--- src/rtl/multi_freq_divider.sv ---
// Multi-channel programmable clock divider with glitch-free shadowed divisor reload.
// Optional macro DIVIDER_PHASE_ALIGN_EN adds a 'sync' input that phase-aligns every channel.
module multi_freq_divider #(
    parameter int               CHANNELS    = 4,
    parameter int               CNT_W       = 32,
    parameter logic [CNT_W-1:0] DEFAULT_DIV = CNT_W'(25)
) (
    input  logic                                            CLKin,
    input  logic                                            clr,
`ifdef DIVIDER_PHASE_ALIGN_EN
    input  logic                                            sync,
`endif
    input  logic [CHANNELS-1:0]                             en,
    input  logic                                            wr_en,
    input  logic [((CHANNELS > 1) ? $clog2(CHANNELS) : 1)-1:0] wr_ch,
    input  logic [CNT_W-1:0]                                wr_div,
    output logic [CHANNELS-1:0]                             CLKout,
    output logic [CHANNELS-1:0]                             tick,
    output logic [CHANNELS-1:0]                             pend
);

    logic [CNT_W-1:0]    cnt_q [CHANNELS];
    logic [CNT_W-1:0]    cnt_d [CHANNELS];
    logic [CNT_W-1:0]    div_q [CHANNELS];
    logic [CNT_W-1:0]    div_d [CHANNELS];
    logic [CNT_W-1:0]    shd_q [CHANNELS];
    logic [CNT_W-1:0]    shd_d [CHANNELS];
    logic [CHANNELS-1:0] pend_q, pend_d;
    logic [CHANNELS-1:0] clk_q, clk_d;
    logic [CHANNELS-1:0] tick_q, tick_d;
    logic [CHANNELS-1:0] wrHit, wrap;

    // Out-of-range channel numbers never match any index, so such writes vanish.
    always_comb begin
        for (int i = 0; i < CHANNELS; i++) begin
            wrHit[i] = wr_en && (32'(wr_ch) == 32'(i));
            wrap[i]  = en[i] && (cnt_q[i] == div_q[i]);
        end
    end

    always_comb begin
        cnt_d  = cnt_q;
        div_d  = div_q;
        shd_d  = shd_q;
        pend_d = pend_q;
        clk_d  = clk_q;
        tick_d = '0;
        for (int i = 0; i < CHANNELS; i++) begin
`ifdef DIVIDER_PHASE_ALIGN_EN
            if (sync) begin
                if (pend_q[i]) begin
                    div_d[i] = shd_q[i];
                end
                pend_d[i] = 1'b0;
                cnt_d[i]  = '0;
                clk_d[i]  = 1'b0;
                if (wrHit[i]) begin
                    shd_d[i]  = wr_div;
                    pend_d[i] = 1'b1;
                end
            end else
`endif
            if (wrap[i]) begin
                cnt_d[i]  = '0;
                clk_d[i]  = ~clk_q[i];
                tick_d[i] = ~clk_q[i];
                // A write landing on the wrap bypasses the shadow entirely.
                if (wrHit[i]) begin
                    div_d[i]  = wr_div;
                    shd_d[i]  = wr_div;
                    pend_d[i] = 1'b0;
                end else if (pend_q[i]) begin
                    div_d[i]  = shd_q[i];
                    pend_d[i] = 1'b0;
                end
            end else if (!en[i] && pend_q[i]) begin
                div_d[i]  = shd_q[i];
                pend_d[i] = 1'b0;
                cnt_d[i]  = '0;
                clk_d[i]  = 1'b0;
                if (wrHit[i]) begin
                    shd_d[i]  = wr_div;
                    pend_d[i] = 1'b1;
                end
            end else begin
                if (en[i]) begin
                    cnt_d[i] = cnt_q[i] + CNT_W'(1);
                end
                if (wrHit[i]) begin
                    shd_d[i]  = wr_div;
                    pend_d[i] = 1'b1;
                end
            end
        end
    end

    always_ff @(posedge CLKin) begin
        if (clr) begin
            for (int i = 0; i < CHANNELS; i++) begin
                cnt_q[i] <= '0;
                div_q[i] <= DEFAULT_DIV;
                shd_q[i] <= DEFAULT_DIV;
            end
            pend_q <= '0;
            clk_q  <= '0;
            tick_q <= '0;
        end else begin
            cnt_q  <= cnt_d;
            div_q  <= div_d;
            shd_q  <= shd_d;
            pend_q <= pend_d;
            clk_q  <= clk_d;
            tick_q <= tick_d;
        end
    end

    assign CLKout = clk_q;
    assign tick   = tick_q;
    assign pend   = pend_q;

endmodule
--- config.mk ---
export PLATFORM = sky130hd
export DESIGN_NAME = multi_freq_divider
export DESIGN_NICKNAME = d
export VERILOG_FILES = /design/src/rtl/multi_freq_divider.sv
export SDC_FILE = /design/constraint.sdc
export NUM_CORES = 1
export LEC_CHECK = 0
export ABC_AREA = 1
export CORE_AREA = 10 10 306 220
export CTS_CLUSTER_DIAMETER = 30
export CTS_CLUSTER_SIZE = 40
export DETAILED_ROUTE_END_ITERATION = 10
export DIE_AREA = 0 0 316 230
export PLACE_DENSITY = 0.57
export SYNTH_ARGS = -nofsm -noshare
export SYNTH_HDL_FRONTEND = slang
export SYNTH_SLANG_ARGS = --single-unit
--- constraint.sdc ---
create_clock -name CLKin -period 2 [get_ports CLKin]
set_input_delay 0.3 -clock CLKin [delete_from_list [all_inputs] [get_ports CLKin]]
set_output_delay 0.3 -clock CLKin [all_outputs]
set_load 0.02 [all_outputs]
Word-level counts from Yosys, hierarchy flattened
Cells that the tools add are included.

storage, ports and cells
  flip-flop bits (word level) = 396
  input port bits = 41

cells by class
  add/sub/neg operators = 4
  eq/ne operators = 11
  multiplexer cells = 36
  bitwise operators = 8
  reductions and logical operators = 41

operator list
  operator                                             count
  2-to-1 mux 32 bit                                    16
  adder 32 x 1 -> 32 bit, second input constant        4
  equality test 32 bit                                 4
  2-to-1 mux 1 bit                                     20
  nonzero test 2 bit                                   8
  OR reduction 2 bit                                   8
  logical AND 1 bit                                    12
  != test 3 bit, second input constant                 4
  OR reduction 3 bit                                   4
  NOT 1 bit                                            8
  AND reduction 2 bit                                  4
  equality test 2 bit, second input constant           2
  zero test 1 bit                                      4
  equality test 2 x 1 -> 1 bit, second input constant  1
  zero test 2 bit                                      1

Depth between registers and ports, before layout
  depth in word-level cells = 4
  mapped depth = 14
  mapped depth without buffers = 13

Least setup slack after synthesis
No wires, ideal clock.

  path kind = register -> register
  from = register cnt_q[1] in the netlist's numbering
  to = register cnt_q[30] in the netlist's numbering
  setup time = 0.117 ns
  data arrival time = 1.516 ns
  data required time = 1.883 ns
  slack = 0.367 ns
  cell stages (with the launch flop) = 10
  period minus slack after synthesis = 1.633 ns
  path through = dfxtp_1 > ha_1 > nand3_1 > nor2_1 > nand2_1 > nor2_2 > inv_1 > nor3_2 > xnor2_1 > nor2_1

between the ends
  word-level cells in the longest chain between the ends = 3

ends and longest elaborated chain
  item                                                            RTL line  source
  from (decl)                                                     22        logic [CNT_W-1:0] cnt_q [CHANNELS];
  from (signal assigned)                                          108       cnt_q <= cnt_d;
  branches (longest 3 deep; another with adder 32 x 1 -> 32 bit)  n/a

Parallel ways; which one is timed is not known.
A chain may end at the register's enable or synchronous reset.

Worst setup path in the final report
  from = register div_q[103] in the netlist's numbering
  to = register div_q[122] in the netlist's numbering

between the ends
  word-level cells in the longest chain between the ends = 4

ends and longest elaborated chain
  item                                                           RTL line  source
  from (decl)                                                    24        logic [CNT_W-1:0] div_q [CHANNELS];
  from (signal assigned)                                         109       div_q <= div_d;
  equality test 32 bit *                                         37        wrap[i] = en[i] && (cnt_q[i] == div_q[i]);
  logical AND 1 bit *                                            37
  != test 3 bit (no line) or nonzero test 2 bit (tied branches)  n/a
  AND reduction 2 bit (no line)                                  n/a

Mark *: on every way between the ends. The rest lies on a longest branch, timed or not.

==> impl_metrics.toml <==
[critical_path]
critPathBufInv = 3
path_cells = "inv_1 -> nand2_1 -> nand2_1 -> nor2_1 -> nand2_1 -> nor2_2 -> nand2_1 -> nor2_4 -> buf_6 -> nand3_4 -> clkbuf_16 -> nand3_1 -> nand2_1 -> nor2_1"
rrSetupSlack_ns = 0.05
critPathSlowestCell = "dfxtp_1"
crit_required_ns = 2.56
slowest_delay_ns = 0.33
r2r_start = "div_q[103]$_SDFFE_PP0P_"
start_kind = "flip-flop"
crit_path_end_kind = "flip-flop"
r2r-end = "div_q[122]$_SDFFE_PP0P_"
critical_path.top_delay_family = "simple AND/OR/NAND/NOR gates"
path_class = "flip-flop to flip-flop"
worst-r2r-cell-count = 14
crit_top_cell = "nand2_1"
path_max_fanout = 7
worstPathArrival_ns = 2.51

[synthesis]
synthCells = 3776
syn_nets = 3821
ys_seq_elements = 396
synth_ff_type = "dfxtp_1"
yosysSeqAreaShare = 0.343
avgSynthCellArea_um2 = 6.12
synthArstFlopShare = 0
syn_area_um2 = 23100
yosysWarnings = 0
synth-edff-count = 0
ys_types = 40

[die]
io_pins = 53
core_area_um2 = 61100
die_height_um = 230
die_w_um = 316
dieArea_um2 = 72700
num_rows = 76
start_util = 0.378

[final_layout]
areaGrowthSynthToFinish_pct = 34.0
finalNonFillerCells = 5006
layout-drive-gt1-share = 0.210
seq_area_um2 = 8040
diodes = 0
nFillCells = 6245
multi_input_area_um2 = 13100
final_nets = 4164

[placement]
dp_hpwl_um = 58500
port_buffers = 52
place_inst = 4821
place_congestion = 0.970

[detailed_routing]
drc = 0
via_per_inst = 4.95
wirelength_um = 81800
vias = 24800
drt_iter0_drc = 2384
ant_nets = 0
drt_first_pass_iters = 5
wl_per_cell_um = 16.3

[timing]
tightestPinTransition_ns = 0.659
max_freq_mhz = 513
setup_viol = 0
rsz0062_at_grt = "yes"
relSlewSlack = 0.561
post-route-period-util = 0.976
clock-skew-final_ns = 0.0177
holdWs_ns = 0.0685
min_period_ns = 1.95
slew_violations = 0
hold_viol = 0

[hold_path]
hold_depth = 4
hold_class = "input port to flip-flop"
hold_end = "cnt_q[98]$_SDFFE_PP0P_"
hp-start = "en[0]"

[grt]
grt_max_degree = 132
grt_remaining_overflow = 0
grt_pass1_vias = 22900
grt_pass1_wl_um = 124000
track_usage = 0.212
antenna_found_initial = 3

[clock_network]
clk_path_buf_depth = 3
cts_buffers = 85
cts.sinks = 396
ctsHtreeMaxLevel = 3
cts_tree = "yes"
clkSlewWorstSetupHoldPaths_ns = 0.05
insertion_delay_ns = 0.65
cts_root_buf = "clkbuf_16"

[power]
ir_drop_mv = 0.610
leakage_nw = 15.2
p_per_area_nw_per_um2 = 835

[flow_run]
maxCapViolCount = 0

[run_status]
status = "finished clean"
## sequential cells by signal (all words and copies together), names as in the netlist
register,cells
CLKout,4
shd_q,128
div_q,128
pend,4
cnt_q,128
tick,4
## layer usage
metal,vias up,part of all wire,track usage
met5,-,0,0
met1,11400,0.49,0.320
met3,115,0.098,0.0520
li1,12400,-,-
met2,883,0.39,0.294
met4,0,0.017,0.0475
## where the power goes
group / switching, mW / internal, mW
Clock: 4.87 / 10.5
Combinational: 1.33 / 0.896
Sequential: 0.134 / 8.13
Total: 6.33 / 19.5
## synthesized netlist by cell type, types with 5 or more instances
cell type	n	share of area
a21oi_1	37	0.0080
buf_1	13	0.0021
buf_2	56	0.012
buf_4	10	0.0033
buf_6	9	0.0044
clkbuf_1	56	0.0091
dfxtp_1	396	0.34
inv_1	469	0.076
inv_2	23	0.0037
nand2_1	1108	0.18
nand3_1	342	0.074
nand3_2	6	0.0026
nand3b_1	5	0.0016
nand4_1	63	0.017
nor2_1	668	0.11
nor2_2	5	0.0014
nor3_1	76	0.016
nor3b_1	7	0.0023
nor4_1	21	0.0057
o21a_1	116	0.038
o21ai_0	39	0.0085
or2_2	132	0.036
xnor2_1	14	0.0053
xor2_1	78	0.030
## worst max path at each step
stage	startpoint	endpoint	cells after the start
global route	cnt_q[3]$_SDFFE_PP0P_	div_q[9]$_SDFFE_PP0P_	12
finish	div_q[103]$_SDFFE_PP0P_	div_q[122]$_SDFFE_PP0P_	14
CTS	cnt_q[84]$_SDFFE_PP0P_	div_q[88]$_SDFFE_PP0P_	13
detailed placement	en[1]	div_q[88]$_SDFFE_PP0P_	13
floorplan	cnt_q[1]$_SDFFE_PP0P_	cnt_q[30]$_SDFFE_PP0P_	9
global placement	en[1]	div_q[88]$_SDFFE_PP0P_	13
## cells in the final DEF, fill, tap and decap left out, types with 78 or more instances in the layout
master	Yosys	final
buf_4	10	287
clkbuf_16	0	101
dfxtp_1	396	324
inv_1	469	465
nand2_1	1108	1057
nand3_1	342	336
nor2_1	668	607
o21a_1	116	116
or2_2	132	132
xor2_1	78	78
## through the flow
step           cell area (um^2)  worst slack (ns)  power [mW]  utilization  TNS [ns]
2_1_floorplan             23100             0.367        9.72            -         0
3_3_place_gp              26700            -0.328        10.5        0.437    -33.94
3_5_place_dp              26700            -0.371        10.5        0.437    -39.45
4_1_cts                   29800           0.00393        25.9        0.488         0
5_1_grt                   31000           -0.0297        26.7        0.506    -0.480
6_report                  31000            0.0490        25.8        0.506         0
## worst register-to-register path: cells and delay by family, from the launching register on
kind                   cells  cell delay (ns)
AND/OR/NAND/NOR           11             1.15
buffers and inverters      3             0.41
flip-flops                 1             0.33
## timing repair
action	CTS	global route
endpoints found under the hold margin	0	0
setup buffers	0	13
cloned	0	18
endpoints found under the setup margin	25	233
pin swaps	0	44
resized for setup	8	245
hold buffers	0	0
## layout make-up
class	count	share of cell area
multi-input cells	2744	0.424
clock inverters	43	0.0223
repair buffers	400	0.123
well taps	819	0.0331
clock buffers	112	0.0785
flip-flops and latches	396	0.260
inverters	492	0.0597
## cells by family (layout without fill, tap and decap cells)
group,count (synthesis),after routing,synth area share
AOI/OAI and AO/OA,197,197,0.0555
xor gates and xnor gates,92,92,0.0349
adders and majority gates,4,4,0.00217
buffers and inverters,636,1047,0.111
DFF,396,396,0.343
muxes,1,1,0.000433
and+or+nand+nor,2450,2450,0.453
Note: power is estimated with default switching activity, not from simulation.
